[src/rtl/cpu_pkg.sv]
// Shared types and encoding constants for the 9-bit CPU control path.
package cpu_pkg;

   typedef enum logic [3:0] {
      OpAnd  = 4'b0000,
      OpOr   = 4'b0001,
      OpNot  = 4'b0010,
      OpAdd  = 4'b0011,
      OpMov  = 4'b0100,
      OpSll  = 4'b0101,
      OpSrl  = 4'b0110,
      OpSub  = 4'b0111,
      OpAddi = 4'b1000,
      OpSubi = 4'b1001,
      OpMovi = 4'b1010,
      OpNop  = 4'b1011,
      OpHalt = 4'b1111
   } opcode_t;

   typedef enum logic [2:0] {
      StIdle,
      StFetch,
      StDecode,
      StExec,
      StWb,
      StHalt
   } ctrl_state_t;

   localparam int unsigned PcW    = 10;
   localparam int unsigned InstrW = 16;
   localparam int unsigned ImmW   = 9;
   localparam int unsigned SelW   = 3;
   localparam int unsigned OpMsb  = 15;
   localparam int unsigned OpLsb  = 12;
   localparam int unsigned RdLsb  = 9;
   localparam int unsigned RsLsb  = 6;
   localparam int unsigned RtLsb  = 3;
   localparam int unsigned ImmLsb = 0;

   // Immediate-form ALU ops: rs aliases rd and b comes from imm.
   function automatic logic is_itype(input logic [3:0] op);
      return (op == OpAddi) || (op == OpSubi) || (op == OpMovi);
   endfunction

   // Every opcode that produces a register writeback.
   function automatic logic is_alu(input logic [3:0] op);
      return op <= OpMovi;
   endfunction

   // The three unassigned codes between NOP and HALT.
   function automatic logic is_illegal(input logic [3:0] op);
      return (op == 4'b1100) || (op == 4'b1101) || (op == 4'b1110);
   endfunction

endpackage

[src/rtl/cpu_control_if.sv]
// Instruction-memory fetch bus: request/address out, ack/data back.
interface cpu_control_if;
   import cpu_pkg::*;

   logic              imem_req;
   logic [PcW-1:0]    imem_addr;
   logic              imem_ack;
   logic [InstrW-1:0] imem_rdata;

   modport master (output imem_req, output imem_addr, input imem_ack, input imem_rdata);
   modport slave  (input imem_req, input imem_addr, output imem_ack, output imem_rdata);

endinterface

[src/rtl/cpu_control_pc_reg.sv]
// 10-bit program counter; wraps naturally from 1023 to 0.
module pc_reg
   import cpu_pkg::*;
(
   input  logic           clock,
   input  logic           reset,
   input  logic           inc_en,
   output logic [PcW-1:0] pc
);

   // Advance by one when enabled.
   always_ff @(posedge clock or posedge reset) begin
      if (reset) begin
         pc <= '0;
      end else if (inc_en) begin
         pc <= pc + PcW'(1);
      end
   end

endmodule

[src/rtl/cpu_control.sv]
// Multicycle control unit: fetch over req/ack, decode IR, sequence EXEC/WB.
module cpu_control
   import cpu_pkg::*;
#(
   parameter int unsigned RET_W = 16
) (
   input  logic             clock,
   input  logic             reset,
   input  logic             start,
   cpu_control_if.master    imem,
   output logic [PcW-1:0]   pc,
   output logic [3:0]       alu_opcode,
   output logic [SelW-1:0]  rd_sel,
   output logic [SelW-1:0]  rs_sel,
   output logic [SelW-1:0]  rt_sel,
   output logic             b_imm_sel,
   output logic [ImmW-1:0]  imm,
   output logic             reg_we,
   output logic             halted,
   output logic             illegal,
   output logic [RET_W-1:0] retired
);

   ctrl_state_t       state_q, state_d;
   logic [InstrW-1:0] ir_q;
   logic              illegal_q;
   logic [RET_W-1:0]  retired_q;
   logic              fetch_req, ir_load, pc_inc, set_illegal, wb_we;
   logic [3:0]        op;

   assign op = ir_q[OpMsb:OpLsb];

   pc_reg u_pc_reg (
      .clock  (clock),
      .reset  (reset),
      .inc_en (pc_inc),
      .pc     (pc)
   );

   // State register; reset drops imem_req asynchronously via the state.
   always_ff @(posedge clock or posedge reset) begin
      if (reset) begin
         state_q <= StIdle;
      end else begin
         state_q <= state_d;
      end
   end

   // IR, sticky illegal flag and saturating retire counter.
   always_ff @(posedge clock or posedge reset) begin
      if (reset) begin
         ir_q      <= '0;
         illegal_q <= 1'b0;
         retired_q <= '0;
      end else begin
         if (ir_load) begin
            ir_q <= imem.imem_rdata;
         end
         if (set_illegal) begin
            illegal_q <= 1'b1;
         end
         if (pc_inc && (retired_q != {RET_W{1'b1}})) begin
            retired_q <= retired_q + {{(RET_W-1){1'b0}}, 1'b1};
         end
      end
   end

   // Next-state and per-state strobes.
   always_comb begin
      state_d     = state_q;
      fetch_req   = 1'b0;
      ir_load     = 1'b0;
      pc_inc      = 1'b0;
      set_illegal = 1'b0;
      wb_we       = 1'b0;
      unique case (state_q)
         StIdle: begin
            if (start) begin
               state_d = StFetch;
            end
         end
         StFetch: begin
            fetch_req = 1'b1;
            if (imem.imem_ack) begin
               ir_load = 1'b1;
               state_d = StDecode;
            end
         end
         StDecode: begin
            if (op == OpHalt) begin
               state_d = StHalt;
            end else if (is_illegal(op)) begin
               set_illegal = 1'b1;
               state_d     = StHalt;
            end else if (op == OpNop) begin
               state_d = StWb;
            end else begin
               state_d = StExec;
            end
         end
         StExec: begin
            state_d = StWb;
         end
         StWb: begin
            wb_we   = is_alu(op);
            pc_inc  = 1'b1;
            state_d = StFetch;
         end
         StHalt: begin
            state_d = StHalt;
         end
         default: begin
            state_d = StIdle;
         end
      endcase
   end

   assign imem.imem_req  = fetch_req;
   assign imem.imem_addr = pc;

   // Decoded fields come straight off IR, so they only move when IR is reloaded.
   assign alu_opcode = op;
   assign rd_sel     = ir_q[RdLsb +: SelW];
   assign rs_sel     = is_itype(op) ? ir_q[RdLsb +: SelW] : ir_q[RsLsb +: SelW];
   assign rt_sel     = ir_q[RtLsb +: SelW];
   assign b_imm_sel  = is_itype(op);
   assign imm        = ir_q[ImmLsb +: ImmW];
   assign reg_we     = wb_we;
   assign halted     = (state_q == StHalt);
   assign illegal    = illegal_q;
   assign retired    = retired_q;

endmodule
[src/flat_wrapper.sv]
// flat-port wrapper written by rule: the top's interface ports become plain ports
module cpu_control_flat import cpu_pkg::*;
#(
   parameter int unsigned RET_W = 16
)
  (clock, reset, start, pc, alu_opcode, rd_sel, rs_sel, rt_sel, b_imm_sel, imm, reg_we, halted, illegal, retired, imem_imem_req, imem_imem_addr, imem_imem_ack, imem_imem_rdata);
  cpu_control_if imem_i ();
  input  logic clock;
  input  logic reset;
  input  logic start;
  output logic [PcW-1:0] pc;
  output logic [3:0] alu_opcode;
  output logic [SelW-1:0] rd_sel;
  output logic [SelW-1:0] rs_sel;
  output logic [SelW-1:0] rt_sel;
  output logic b_imm_sel;
  output logic [ImmW-1:0] imm;
  output logic reg_we;
  output logic halted;
  output logic illegal;
  output logic [RET_W-1:0] retired;
  output wire logic [$bits(imem_i.imem_req)-1:0] imem_imem_req;
  output wire logic [$bits(imem_i.imem_addr)-1:0] imem_imem_addr;
  input wire logic [$bits(imem_i.imem_ack)-1:0] imem_imem_ack;
  input wire logic [$bits(imem_i.imem_rdata)-1:0] imem_imem_rdata;
  assign imem_imem_req = imem_i.imem_req;
  assign imem_imem_addr = imem_i.imem_addr;
  assign imem_i.imem_ack = imem_imem_ack;
  assign imem_i.imem_rdata = imem_imem_rdata;
  cpu_control #(.RET_W(RET_W)) u_core (.clock(clock), .reset(reset), .start(start), .imem(imem_i), .pc(pc), .alu_opcode(alu_opcode), .rd_sel(rd_sel), .rs_sel(rs_sel), .rt_sel(rt_sel), .b_imm_sel(b_imm_sel), .imm(imm), .reg_we(reg_we), .halted(halted), .illegal(illegal), .retired(retired));
endmodule
[config.mk]
export PLATFORM = sky130hd
export DESIGN_NAME = cpu_control_flat
export DESIGN_NICKNAME = d
export VERILOG_FILES = /design/src/rtl/cpu_pkg.sv /design/src/rtl/cpu_control_if.sv /design/src/rtl/cpu_control_pc_reg.sv /design/src/rtl/cpu_control.sv /design/src/flat_wrapper.sv
export SDC_FILE = /design/constraint.sdc
export NUM_CORES = 1
export LEC_CHECK = 0
export BUFFER_PORTS_ARGS = -buffer_cell sky130_fd_sc_hd__buf_2
export CAP_MARGIN = 30
export CORE_MARGIN = 4
export CORE_UTILIZATION = 49
export CTS_CLUSTER_SIZE = 8
export DETAILED_ROUTE_END_ITERATION = 7
export PLACE_DENSITY = 0.79
export SLEW_MARGIN = 20
export SYNTH_ARGS = -nofsm -noshare
export SYNTH_HDL_FRONTEND = slang
export SYNTH_SLANG_ARGS = --single-unit
export TNS_END_PERCENT = 50
[constraint.sdc]
create_clock -name clock -period 2.1 [get_ports clock]
set_clock_uncertainty 0.05 [all_clocks]
set_input_delay 0.42 -clock clock [delete_from_list [all_inputs] [get_ports clock]]
set_output_delay 0.42 -clock clock [all_outputs]
set_load 0.1 [all_outputs]
==> impl_metrics.json <==
{
  "outcome": "complete, no violations",
  "preCtsSetupSlack_ps": 196,
  "setup.worst_path.class": "reg2out",
  "syn_area_per_cell_um2": 12.0,
  "die-area_um2": 5790,
  "vias": 1680,
  "endpoint": "rs_sel[2]",
  "synth-seq-cells": 46,
  "grt_pass1_vias": 1661,
  "min_period_ps": 2080,
  "ys_warn_count": 0,
  "finalMaxSlewViolations": 0,
  "reg2reg_slack_ps": 310,
  "grt_usage": 0.165,
  "rr_endpoint": "u_core.retired[15]$_DFFE_PP0P_",
  "syn_inst": 190,
  "drive_gt1_frac": 0.509,
  "synth_area_leaders": "dfrtp_1, mux2_2, xnor2_1, buf_4, nand4_1",
  "syn-cell-area_um2": 2270,
  "nFillCells": 370,
  "fin_ws_ps": 16.2,
  "start_util": 0.515,
  "grt_overflow_total": 0,
  "worstSetupStartpoint": "u_core.ir_q[13]$_DFFE_PP0P_",
  "reg2reg_depth": 5,
  "maxCapViolations": 0,
  "clkTransAtPathRegs_ps": 80,
  "drc_errors": 0,
  "gp_congestion": 0.791,
  "cts_tree": "yes",
  "wl_per_cell_um": 14.5,
  "die_h_um": 76.1,
  "cts_made_buffers": 5,
  "critPathArrivalTime_ps": 1610,
  "synth_flop_cell": "dfrtp_1",
  "slowest_delay_ps": 500,
  "ant_nets": 0,
  "worst_path_max_delay_cell": "dfrtp_4",
  "cts.htree.levels": 2,
  "critPathRequiredTime_ps": 1630,
  "final-setup-viol-count": 0,
  "rows": 24,
  "synth_edf_count": 0,
  "hp-class": "in2async",
  "area_growth_pct": 26.7,
  "routed_via_density": 5.20,
  "cts_sinks": 46,
  "insertion_delay_ps": 290,
  "final_area_um2": 2880,
  "place_hpwl_um": 3460,
  "num-nets-final": 292,
  "seq_area_frac_synth": 0.506,
  "critPathLaunchType": "register",
  "crit_fanout": 4,
  "place_area_um2": 2710,
  "synthArstFlopShare": 1.00,
  "synth_top_cell_by_area": "dfrtp_1",
  "dr.first_iter.drc_count": 65,
  "wl_met3_um": 316,
  "grt_max_degree": 25,
  "core_area_um2": 4410,
  "postLayoutCoreUtil": 0.653,
  "top_layer_used": "met4",
  "portBuffers": 82,
  "fmax_mhz": 480,
  "worstReg2RegStart": "u_core.state_q[0]$_DFFE_PP0P_",
  "syn_nets": 212,
  "fin_crit_sh": 0.992,
  "synth_top_area_share": 0.506,
  "die_w_um": 76.1,
  "grt_pass1_wl_um": 8060,
  "firstDrtPassIters": 4,
  "antenna_found_initial": 0,
  "drt_wl_total_um": 4690,
  "wl_met2_um": 2350,
  "final_cell_mix": "buf_2, dfrtp_1, mux2_2",
  "end_kind": "output port",
  "crit_chain": "nand2_4 > nand2_4 > nor2_4 > mux2_4 > buf_12",
  "insertedDiodeCount": 0,
  "multi_input_area_um2": 991,
  "layout_commonest_cell": "buf_2",
  "slew_headroom": 0.652,
  "hold_viol_final": 0,
  "seq_area_um2": 1170,
  "wl_met1_um": 1980,
  "rsz0062_at_grt": "true",
  "clockBufferDepth": 2,
  "ios": 83,
  "cp_common_cell": "nand2_4",
  "tightest_slew_ps": 521,
  "cts_root_buf": "clkbuf_8",
  "ys_types": 39
}
cells in the mapped netlist (2+ instances only):
library cell  number
dfrtp_1           46
mux2_2            22
xnor2_1           16
buf_4             15
nand2_1           15
nand4_1           10
nor2_1             7
inv_1              5
a21oi_1            4
buf_6              4
nand3_1            4
o21ai_0            4
and2_1             3
and3_1             3
xor2_1             3
a41oi_1            2
ha_1               2
nand2b_1           2
nand3b_1           2
o211ai_1           2
worst max-delay path: cells and delay by family (launching register included):
| family | cells | cell delay, ps |
|---|---|---|
| mux | 1 | 330 |
| flops | 1 | 500 |
| buf+inv | 1 | 170 |
| simple gates | 3 | 310 |
timing repair:
item	in CTS	in global routing
cloned	0	0
pin swaps	2	3
endpoints found under the setup margin	4	5
hold buffers	0	0
gates resized for setup	11	4
setup buffers	1	4
cell families (layout without fill, tap and decap cells):
kind of cell / after synthesis / count (layout) / synth area share
AOI/OAI and AO/OA: 18 / 18 / 0.0545
xor gates and xnor gates: 19 / 19 / 0.0732
adders and majority gates: 2 / 2 / 0.0110
buffers and inverters: 24 / 105 / 0.0776
DFF: 46 / 46 / 0.506
muxes: 24 / 24 / 0.118
and+or+nand+nor: 57 / 57 / 0.159
stage by stage:
stage	instances	hold slack [ps]	setup TNS, ps
after global routing	323	147	-115
final	323	108	0
after CTS	319	117	-0.0226
after global placement	310	419	0
after floorplan	190	474	-4110
after detailed placement	310	418	0
layer usage:
layer  vias to the layer above  global-route usage
met5                         -                   0
met4                         0              0.0367
met3                         6              0.0473
met2                        53               0.277
met1                       803               0.212
li1                        818                   -
cell type report:
cell class | count | share of cell area
multi-input cells | 120 | 0.344
clock buffers | 8 | 0.0278
flip-flops and latches | 46 | 0.405
well taps | 52 | 0.0226
inverters | 5 | 0.00651
repair buffers | 92 | 0.195
worst min path at each step:
stage                     slack, ps                            end                          start  depth (start not counted)
final                           110     u_core.ir_q[3]$_DFFE_PP0P_                          reset                          2
after CTS                       120  u_core.retired[5]$_DFFE_PP0P_                          reset                          2
after detailed placement        420     u_core.illegal$_DFFE_PP0P_     u_core.illegal$_DFFE_PP0P_                          2
after global placement          420     u_core.illegal$_DFFE_PP0P_     u_core.illegal$_DFFE_PP0P_                          2
after floorplan                 470  u_core.state_q[1]$_DFFE_PP0P_  u_core.state_q[2]$_DFFE_PP0P_                          2
after global routing            150  u_core.retired[5]$_DFFE_PP0P_                          reset                          2
Power is not shown: default switching activity piles up to over one toggle a cycle in this logic, so the estimate is an artifact.
